## src/rtl/vga_timing_if.sv

```systemverilog
// rtl/vga_timing_if.sv - raster output bundle from vga_timing to the pattern generator and DAC
interface vga_timing_if;
  logic [9:0] hPixel;
  logic [8:0] vLine;
  logic       VGA_HS;
  logic       VGA_VS;
  logic       VGA_BLANK_N;
  logic       VGA_CLK;
  logic       pixEn;
  logic       frameStart;

  modport master (
    output hPixel, vLine, VGA_HS, VGA_VS, VGA_BLANK_N, VGA_CLK, pixEn, frameStart
  );

  modport slave (
    input hPixel, vLine, VGA_HS, VGA_VS, VGA_BLANK_N, VGA_CLK, pixEn, frameStart
  );
endinterface

```

## src/rtl/vga_timing.sv

```systemverilog
// rtl/vga_timing.sv - 640x480@60 VGA raster timing from a divided system clock
// All outputs are registered from next-state counter values so they line up with the counters.
module vga_timing #(
  parameter int CLK_DIV = 2,
  parameter int H_VIS   = 640,
  parameter int H_FP    = 16,
  parameter int H_SYNC  = 96,
  parameter int H_BP    = 48,
  parameter int V_VIS   = 480,
  parameter int V_FP    = 10,
  parameter int V_SYNC  = 2,
  parameter int V_BP    = 33
) (
  input  logic         CLK,
  input  logic         RST,
  vga_timing_if.master vga
);

  localparam int H_TOT = H_VIS + H_FP + H_SYNC + H_BP;
  localparam int V_TOT = V_VIS + V_FP + V_SYNC + V_BP;

  localparam logic [9:0] H_LAST   = 10'(H_TOT - 1);
  localparam logic [9:0] V_LAST   = 10'(V_TOT - 1);
  localparam logic [9:0] H_VIS_L  = 10'(H_VIS);
  localparam logic [9:0] V_VIS_L  = 10'(V_VIS);
  localparam logic [9:0] HS_FIRST = 10'(H_VIS + H_FP);
  localparam logic [9:0] HS_LAST  = 10'(H_VIS + H_FP + H_SYNC - 1);
  localparam logic [9:0] VS_FIRST = 10'(V_VIS + V_FP);
  localparam logic [9:0] VS_LAST  = 10'(V_VIS + V_FP + V_SYNC - 1);
  localparam logic [2:0] DIV_LAST = 3'(CLK_DIV - 1);
  localparam logic [2:0] DIV_HALF = 3'(CLK_DIV / 2);

  logic [2:0] div_q, div_d;
  logic [9:0] h_q, h_d;
  logic [9:0] v_q, v_d;
  logic       pix_adv;
  logic       blank_n_d;

  logic [9:0] hpix_q;
  logic [8:0] vline_q;
  logic       hs_q, vs_q, blank_n_q, vclk_q, pix_q, fs_q;

  // Using >= on the wrap tests lets any out-of-range value fall back to 0.
  always_comb begin
    pix_adv = (div_q >= DIV_LAST);
    div_d   = pix_adv ? 3'd0 : div_q + 3'd1;
    h_d     = h_q;
    v_d     = v_q;
    if (pix_adv) begin
      if (h_q >= H_LAST) begin
        h_d = 10'd0;
        v_d = (v_q >= V_LAST) ? 10'd0 : v_q + 10'd1;
      end else begin
        h_d = h_q + 10'd1;
        if (v_q > V_LAST) begin
          v_d = 10'd0;
        end
      end
    end
    blank_n_d = (h_d < H_VIS_L) && (v_d < V_VIS_L);
  end

  always_ff @(posedge CLK or posedge RST) begin
    if (RST) begin
      div_q     <= 3'd0;
      h_q       <= H_LAST;
      v_q       <= V_LAST;
      hpix_q    <= 10'd0;
      vline_q   <= 9'd0;
      hs_q      <= 1'b1;
      vs_q      <= 1'b1;
      blank_n_q <= 1'b0;
      vclk_q    <= 1'b0;
      pix_q     <= 1'b0;
      fs_q      <= 1'b0;
    end else begin
      div_q     <= div_d;
      h_q       <= h_d;
      v_q       <= v_d;
      hpix_q    <= blank_n_d ? h_d : 10'd0;
      vline_q   <= blank_n_d ? v_d[8:0] : 9'd0;
      hs_q      <= !((h_d >= HS_FIRST) && (h_d <= HS_LAST));
      vs_q      <= !((v_d >= VS_FIRST) && (v_d <= VS_LAST));
      blank_n_q <= blank_n_d;
      vclk_q    <= (div_d >= DIV_HALF);
      pix_q     <= pix_adv;
      fs_q      <= pix_adv && (h_d == 10'd0) && (v_d == 10'd0);
    end
  end

  assign vga.hPixel      = hpix_q;
  assign vga.vLine       = vline_q;
  assign vga.VGA_HS      = hs_q;
  assign vga.VGA_VS      = vs_q;
  assign vga.VGA_BLANK_N = blank_n_q;
  assign vga.VGA_CLK     = vclk_q;
  assign vga.pixEn       = pix_q;
  assign vga.frameStart  = fs_q;

endmodule

```

## src/flat_wrapper.sv

```systemverilog
// flat-port wrapper written by rule: the top's interface ports become plain ports
module vga_timing_flat 
#(
  parameter int CLK_DIV = 2,
  parameter int H_VIS   = 640,
  parameter int H_FP    = 16,
  parameter int H_SYNC  = 96,
  parameter int H_BP    = 48,
  parameter int V_VIS   = 480,
  parameter int V_FP    = 10,
  parameter int V_SYNC  = 2,
  parameter int V_BP    = 33
)
  (CLK, RST, vga_hPixel, vga_vLine, vga_VGA_HS, vga_VGA_VS, vga_VGA_BLANK_N, vga_VGA_CLK, vga_pixEn, vga_frameStart);
  vga_timing_if vga_i ();
  input  logic CLK;
  input  logic RST;
  output wire logic [$bits(vga_i.hPixel)-1:0] vga_hPixel;
  output wire logic [$bits(vga_i.vLine)-1:0] vga_vLine;
  output wire logic [$bits(vga_i.VGA_HS)-1:0] vga_VGA_HS;
  output wire logic [$bits(vga_i.VGA_VS)-1:0] vga_VGA_VS;
  output wire logic [$bits(vga_i.VGA_BLANK_N)-1:0] vga_VGA_BLANK_N;
  output wire logic [$bits(vga_i.VGA_CLK)-1:0] vga_VGA_CLK;
  output wire logic [$bits(vga_i.pixEn)-1:0] vga_pixEn;
  output wire logic [$bits(vga_i.frameStart)-1:0] vga_frameStart;
  assign vga_hPixel = vga_i.hPixel;
  assign vga_vLine = vga_i.vLine;
  assign vga_VGA_HS = vga_i.VGA_HS;
  assign vga_VGA_VS = vga_i.VGA_VS;
  assign vga_VGA_BLANK_N = vga_i.VGA_BLANK_N;
  assign vga_VGA_CLK = vga_i.VGA_CLK;
  assign vga_pixEn = vga_i.pixEn;
  assign vga_frameStart = vga_i.frameStart;
  vga_timing #(.CLK_DIV(CLK_DIV), .H_VIS(H_VIS), .H_FP(H_FP), .H_SYNC(H_SYNC), .H_BP(H_BP), .V_VIS(V_VIS), .V_FP(V_FP), .V_SYNC(V_SYNC), .V_BP(V_BP)) u_core (.CLK(CLK), .RST(RST), .vga(vga_i));
endmodule
```

## config.mk

```make
export PLATFORM = sky130hd
export DESIGN_NAME = vga_timing_flat
export DESIGN_NICKNAME = d
export VERILOG_FILES = /design/src/rtl/vga_timing_if.sv /design/src/rtl/vga_timing.sv /design/src/flat_wrapper.sv
export SDC_FILE = /design/constraint.sdc
export NUM_CORES = 1
export LEC_CHECK = 0
export ABC_AREA = 1
export BUFFER_PORTS_ARGS = -buffer_cell sky130_fd_sc_hd__buf_2
export CORE_ASPECT_RATIO = 0.5
export CORE_MARGIN = 2
export CORE_UTILIZATION = 55
export DETAILED_ROUTE_END_ITERATION = 16
export PLACE_DENSITY = 0.74
export SLEW_MARGIN = 20
export SYNTH_ARGS = -nofsm -noshare
export SYNTH_HDL_FRONTEND = slang
export SYNTH_SLANG_ARGS = --single-unit
export TNS_END_PERCENT = 100
```

## constraint.sdc

```tcl
create_clock -name CLK -period 2.64 [get_ports CLK]
set_input_delay 0.528 -clock CLK [delete_from_list [all_inputs] [get_ports CLK]]
set_output_delay 0.528 -clock CLK [all_outputs]
set_load 0.03 [all_outputs]
```

Word level (Yosys, flattened, before mapping)
Index checks and enable logic that the tools add are counted.
{"block": "totals", "ff_bits": 48, "latch_bits": 0, "ram_bits": 0, "rom_bits": 0, "in_bits": 2, "wordCells": 43, "mem_count": 0}
{"block": "classes", "add_sub_neg": 3, "mul": 0, "div": 0, "n_lt_le_gt_ge": 11, "eq_ne": 0, "shift": 0, "muxes": 9, "bitwise": 0, "n_reduce_logical": 9}
{"op": "10-bit two-way mux", "count": 7}
{"op": "10-bit greater-or-equal comparator (second input constant)", "count": 3}
{"op": "10-bit by 1-bit adder with 10-bit output (second input constant)", "count": 2}
{"op": "10-bit logical NOT", "count": 2}
{"op": "10-bit by 9-bit greater-or-equal comparator with 1-bit output (second input constant)", "count": 1}
{"op": "10-bit greater-than comparator (second input constant)", "count": 1}
{"op": "10-bit <= comparator (second input constant)", "count": 1}
{"op": "10-bit by 9-bit <= comparator with 1-bit output (second input constant)", "count": 1}
{"op": "10-bit less-than comparator (second input constant)", "count": 1}
{"op": "10-bit by 9-bit less-than comparator with 1-bit output (second input constant)", "count": 1}
{"op": "9-bit two-way mux", "count": 1}
{"op": "3-bit by 1-bit greater-or-equal comparator with 1-bit output (second input constant)", "count": 2}
{"op": "1-bit logical AND", "count": 5}
{"op": "3-bit by 1-bit adder with 3-bit output (second input constant)", "count": 1}
{"op": "3-bit two-way mux", "count": 1}
{"op": "1-bit logical NOT", "count": 2}

Depth between registers and ports, before layout
{"block": "depth", "ltp_word": 7, "ltp_mapped": 16}

Worst setup path after synthesis
No wires, ideal clock.
{"block": "synth_timing", "path_type": "register to register", "start": "register u_core.h_q[0]", "end": "register u_core.hpix_q[0], in the netlist u_core.vga.hPixel[0]", "arrival_time_ps": 1882, "t_required_ps": 2518, "setup_slack_ps": 635, "stages_incl_launch_ff": 16, "path_cell_list": "dfstp_2 > ha_1 > nand2_2 > nor2_2 > nor2_1 > nor2_1 > nand2_1 > nor2_4 > nand2_1 > nand2_2 > inv_2 > nor2_1 > nand2_2 > nand2_4 > buf_6 > nor2_1"}
{"block": "synth_via", "elab_chain_cells": 6, "elab_cells_between_ends": 10}
{"element": "start, declared", "line": "vga_timing.sv:34", "source": "logic [9:0] h_q, h_d;"}
{"element": "start signal, assigned", "line": "vga_timing.sv:66", "source": "h_q <= H_LAST;"}
{"element": "start signal, assigned", "line": "vga_timing.sv:78", "source": "h_q <= h_d;"}
{"element": "10-bit greater-or-equal comparator", "line": "vga_timing.sv:50", "source": "if (h_q >= H_LAST) begin"}
{"element": "10-bit two-way mux", "line": "vga_timing.sv:50"}
{"element": "10-bit two-way mux", "line": "vga_timing.sv:49", "source": "if (pix_adv) begin"}
{"element": "via u_core.v_d[8]", "line": "vga_timing.sv:35", "source": "logic [9:0] v_q, v_d;"}
{"element": "10-bit by 9-bit less-than comparator with 1-bit output", "line": "vga_timing.sv:60", "source": "blank_n_d = (h_d < H_VIS_L) && (v_d < V_VIS_L);"}
{"element": "1-bit logical AND", "line": "vga_timing.sv:60"}
{"element": "10-bit two-way mux", "line": "vga_timing.sv:80", "source": "hpix_q <= blank_n_d ? h_d : 10'd0;"}
{"element": "end signal, assigned", "line": "vga_timing.sv:80"}
{"element": "end, declared", "line": "vga_timing.sv:39", "source": "logic [9:0] hpix_q;"}
The timed path passes the listed nets, and every way through them passes these cells.

Worst setup path after layout
{"block": "layout_timing", "start": "register u_core.div_q[1]", "end": "register u_core.hpix_q[7], in the netlist u_core.vga.hPixel[7]"}
{"block": "layout_via", "elab_chain_cells": 5, "elab_cells_between_ends": 7}
{"element": "start, declared", "line": "vga_timing.sv:33", "source": "logic [2:0] div_q, div_d;"}
{"element": "start signal, assigned", "line": "vga_timing.sv:77", "source": "div_q <= div_d;"}
{"element": "3-bit by 1-bit greater-or-equal comparator with 1-bit output", "line": "vga_timing.sv:45", "source": "pix_adv = (div_q >= DIV_LAST);"}
{"element": "10-bit two-way mux", "line": "vga_timing.sv:49"}
{"element": "via u_core.v_d[9]", "line": "vga_timing.sv:35"}
{"element": "10-bit by 9-bit less-than comparator with 1-bit output", "line": "vga_timing.sv:60"}
{"element": "1-bit logical AND", "line": "vga_timing.sv:60"}
{"element": "10-bit two-way mux", "line": "vga_timing.sv:80"}
The timed path passes the listed nets, and every way through them passes these cells.

==> results.json <==
{
  "status": "completed",
  "critPathLaunchType": "register",
  "grt_pass1_vias": 1933,
  "route.detailed.drc": 0,
  "setup_viol": 0,
  "total_power_uw": 1300,
  "synth_warnings": 0,
  "wirelength_met1_um": 2510,
  "dr_wl_met3_um": 237,
  "h-tree-depth": 2,
  "area_delta_synth_final_pct": 12.5,
  "grt_pass1_wl_um": 8940,
  "reg2reg_slack_ns": 0.32,
  "maxSlewViolCount": 0,
  "die_width_um": 98.2,
  "die-area_um2": 5020,
  "cts_resized": 0,
  "min_period_ns": 2.32,
  "p_per_area_nw_per_um2": 473,
  "yosysSeqAreaShare_pct": 49.8,
  "cts-root-buf": "clkbuf_8",
  "hp-class": "in2async",
  "r2r-end": "u_core.vga.hPixel[7]",
  "drtIter0Drc": 77,
  "cp_slowest_cell": "dfrtp_1",
  "path_max_fanout": 25,
  "overflow": 0,
  "synth.most_common_cell": "nand2_1",
  "worst-endpoint-required_ns": 2.83,
  "hold_viol": 0,
  "track_usage_pct": 23.4,
  "num_rows": 17,
  "ctsHoldBuffers": 0,
  "routed.top_layer": "met4",
  "p_leak_uw": 0.00150,
  "reg2reg_from": "u_core.div_q[1]",
  "avgSynthCellArea_um2": 7.78,
  "yosysTopAreaCell": "dfrtp_1",
  "cts_setup_buffers": 0,
  "synth_cell_type_count": 25,
  "wl_met2_um": 2430,
  "clock-sinks": 48,
  "clk_latency_ns": 0.31,
  "synth_cells": 314,
  "ir_drop_mv": 0.252,
  "path_delay_family": "simple AND/OR/NAND/NOR gates",
  "setup_ws_ns": 0.322,
  "path_cells": "inv_1 > ha_1 > nor2_1 > nand2_2 > nand3_2 > nand3_1 > nand2_4 > nor2_1 > nand2_2 > nand2_4 > nor2_1",
  "synth.net_count": 321,
  "drtAntennaViolNets": 0,
  "port_buffers": 26,
  "ys_async_sr_fraction_pct": 100,
  "wl_per_cell_um": 13.0,
  "viasPerCell": 4.97,
  "cts_tree": "built",
  "synth_common_cells": "77 x nand2_1, 53 x inv_1, 48 x nor2_1",
  "synth-seq-cells": 48,
  "synthTopCellsByArea": "dfrtp_1 37%, dfstp_2 13%, nand2_1 12%",
  "routed_wirelength_um": 5240,
  "maxSlewHeadroom_pct": 67.1,
  "crit_type": "reg2reg",
  "die_height_um": 51.1,
  "synth_top_area_share_pct": 36.9,
  "cap_violations": 0,
  "slowest_delay_ns": 0.40,
  "gp_routability_congestion": 0.935,
  "fin_nets": 352,
  "fin_tns_setup_ns": 0,
  "tightest_slew_ns": 0.493,
  "synth_edf_count": 0,
  "netlist_area_um2": 2440,
  "cts_buffers": 5,
  "arrival_ns": 2.51,
  "min_period_over_period_pct": 87.8,
  "crit_top_cell": "nor2_1",
  "vias": 2001,
  "skew_ns": 0.00730,
  "antenna_found_initial": 0,
  "cts_buffer_depth": 2,
  "rsz0062_at_grt": "false",
  "clk_pin_slew_worst_paths_ns": 0.09,
  "cp.buffers_inverters": 1,
  "place_ws_ns": 0.349,
  "end_kind": "register",
  "reg2regPathDepth": 11,
  "io_pins": 27,
  "diodes": 0,
  "ys.flop_type": "dfrtp_1",
  "drt_pass1_iterations": 4,
  "hpwl_um": 3980,
  "core_um2": 4340,
  "grt_start_max_net_pins": 26,
  "max_freq_mhz": 431,
  "start_util_pct": 56.3,
  "drive_above_1_share_pct": 20.8
}
-- logic make-up (layout without fill, tap and decap cells) --
| family | after synthesis | in the layout | share of synthesized area (%) |
|---|---|---|---|
| XOR/XNOR | 1 | 1 | 0.359 |
| flip-flops | 48 | 48 | 49.8 |
| AO/OA/AOI/OAI | 16 | 16 | 3.54 |
| buffers and inverters | 59 | 91 | 9.53 |
| adder cells (fa/ha/maj) | 5 | 5 | 2.56 |
| AND/OR/NAND/NOR | 185 | 185 | 34.2 |
-- cell usage in the layout (no fill, tap or decap), drive strengths merged, types with 5 or more instances in the layout --
cell and n:
dfstp 12, nand2 89, nor2 55, o21ai 11
dfrtp 36, clkbuf 5, nand3 31, inv 56
nand4 6, ha 5, buf 28
-- worst reg2reg max path, cell delays in order (launching register included) --
cell	delay, ns
dfrtp_1	0.40
inv_1	0.06
ha_1	0.13
nor2_1	0.05
nand2_2	0.34
nand3_2	0.39
nand3_1	0.27
nand2_4	0.09
nor2_1	0.14
nand2_2	0.10
nand2_4	0.18
nor2_1	0.07
-- flip-flops by register name (all words and copies together) (netlist names) --
signal                  count
u_core.h_q                 10
u_core.v_q                 10
u_core.vga.hPixel          10
u_core.vga.vLine            9
u_core.div_q                3
u_core.vga.VGA_BLANK_N      1
u_core.vga.VGA_CLK          1
u_core.vga.VGA_HS           1
u_core.vga.VGA_VS           1
u_core.vga.frameStart       1
u_core.vga.pixEn            1
-- per-stage QoR --
stage / cell area, um^2 / cells / hold slack, ns / utilization, %
floorplan: 2440 / 314 / 0.527 / -
global placement: 2630 / 395 / 0.556 / 60.7
detailed placement: 2630 / 395 / 0.562 / 60.7
CTS: 2750 / 403 / 0.229 / 63.3
global route: 2750 / 403 / 0.271 / 63.3
finish: 2750 / 403 / 0.232 / 63.3
-- layer usage --
layer | vias to the layer above | global-route usage [%]
met4 | 0 | 7.31
met5 | - | 0
li1 | 1016 | -
met3 | 7 | 5.20
met1 | 937 | 31.3
met2 | 41 | 38.8
-- cell type report --
class | instances | area, um^2
Clock inverter | 3 | 46.3
Fill cell | 394 | 1590
Sequential cell | 48 | 1220
Clock buffer | 5 | 68.8
Timing Repair Buffer | 28 | 145
Inverter | 55 | 206
Multi-Input combinational cell | 207 | 993
Tap cell | 57 | 71.3
-- power breakdown --
part           switching, uW  internal, uW  total (uW)
Sequential                 0           736         736
Clock                    263           285         548
Combinational           14.2          2.61        16.8
-- how the worst max path moves through the flow --
stage / slack [ns] / endpoint / cells after the start / start
floorplan: 0.64 / u_core.vga.hPixel[0] / 15 / u_core.h_q[0]
global placement: 0.43 / u_core.vga.hPixel[8] / 11 / u_core.div_q[0]
detailed placement: 0.35 / u_core.vga.hPixel[7] / 11 / u_core.h_q[0]
CTS: 0.33 / u_core.vga.hPixel[7] / 11 / u_core.div_q[1]
global route: 0.02 / u_core.vga.hPixel[2] / 12 / u_core.div_q[1]
finish: 0.32 / u_core.vga.hPixel[7] / 11 / u_core.div_q[1]
(Power assumes the default switching activity.)
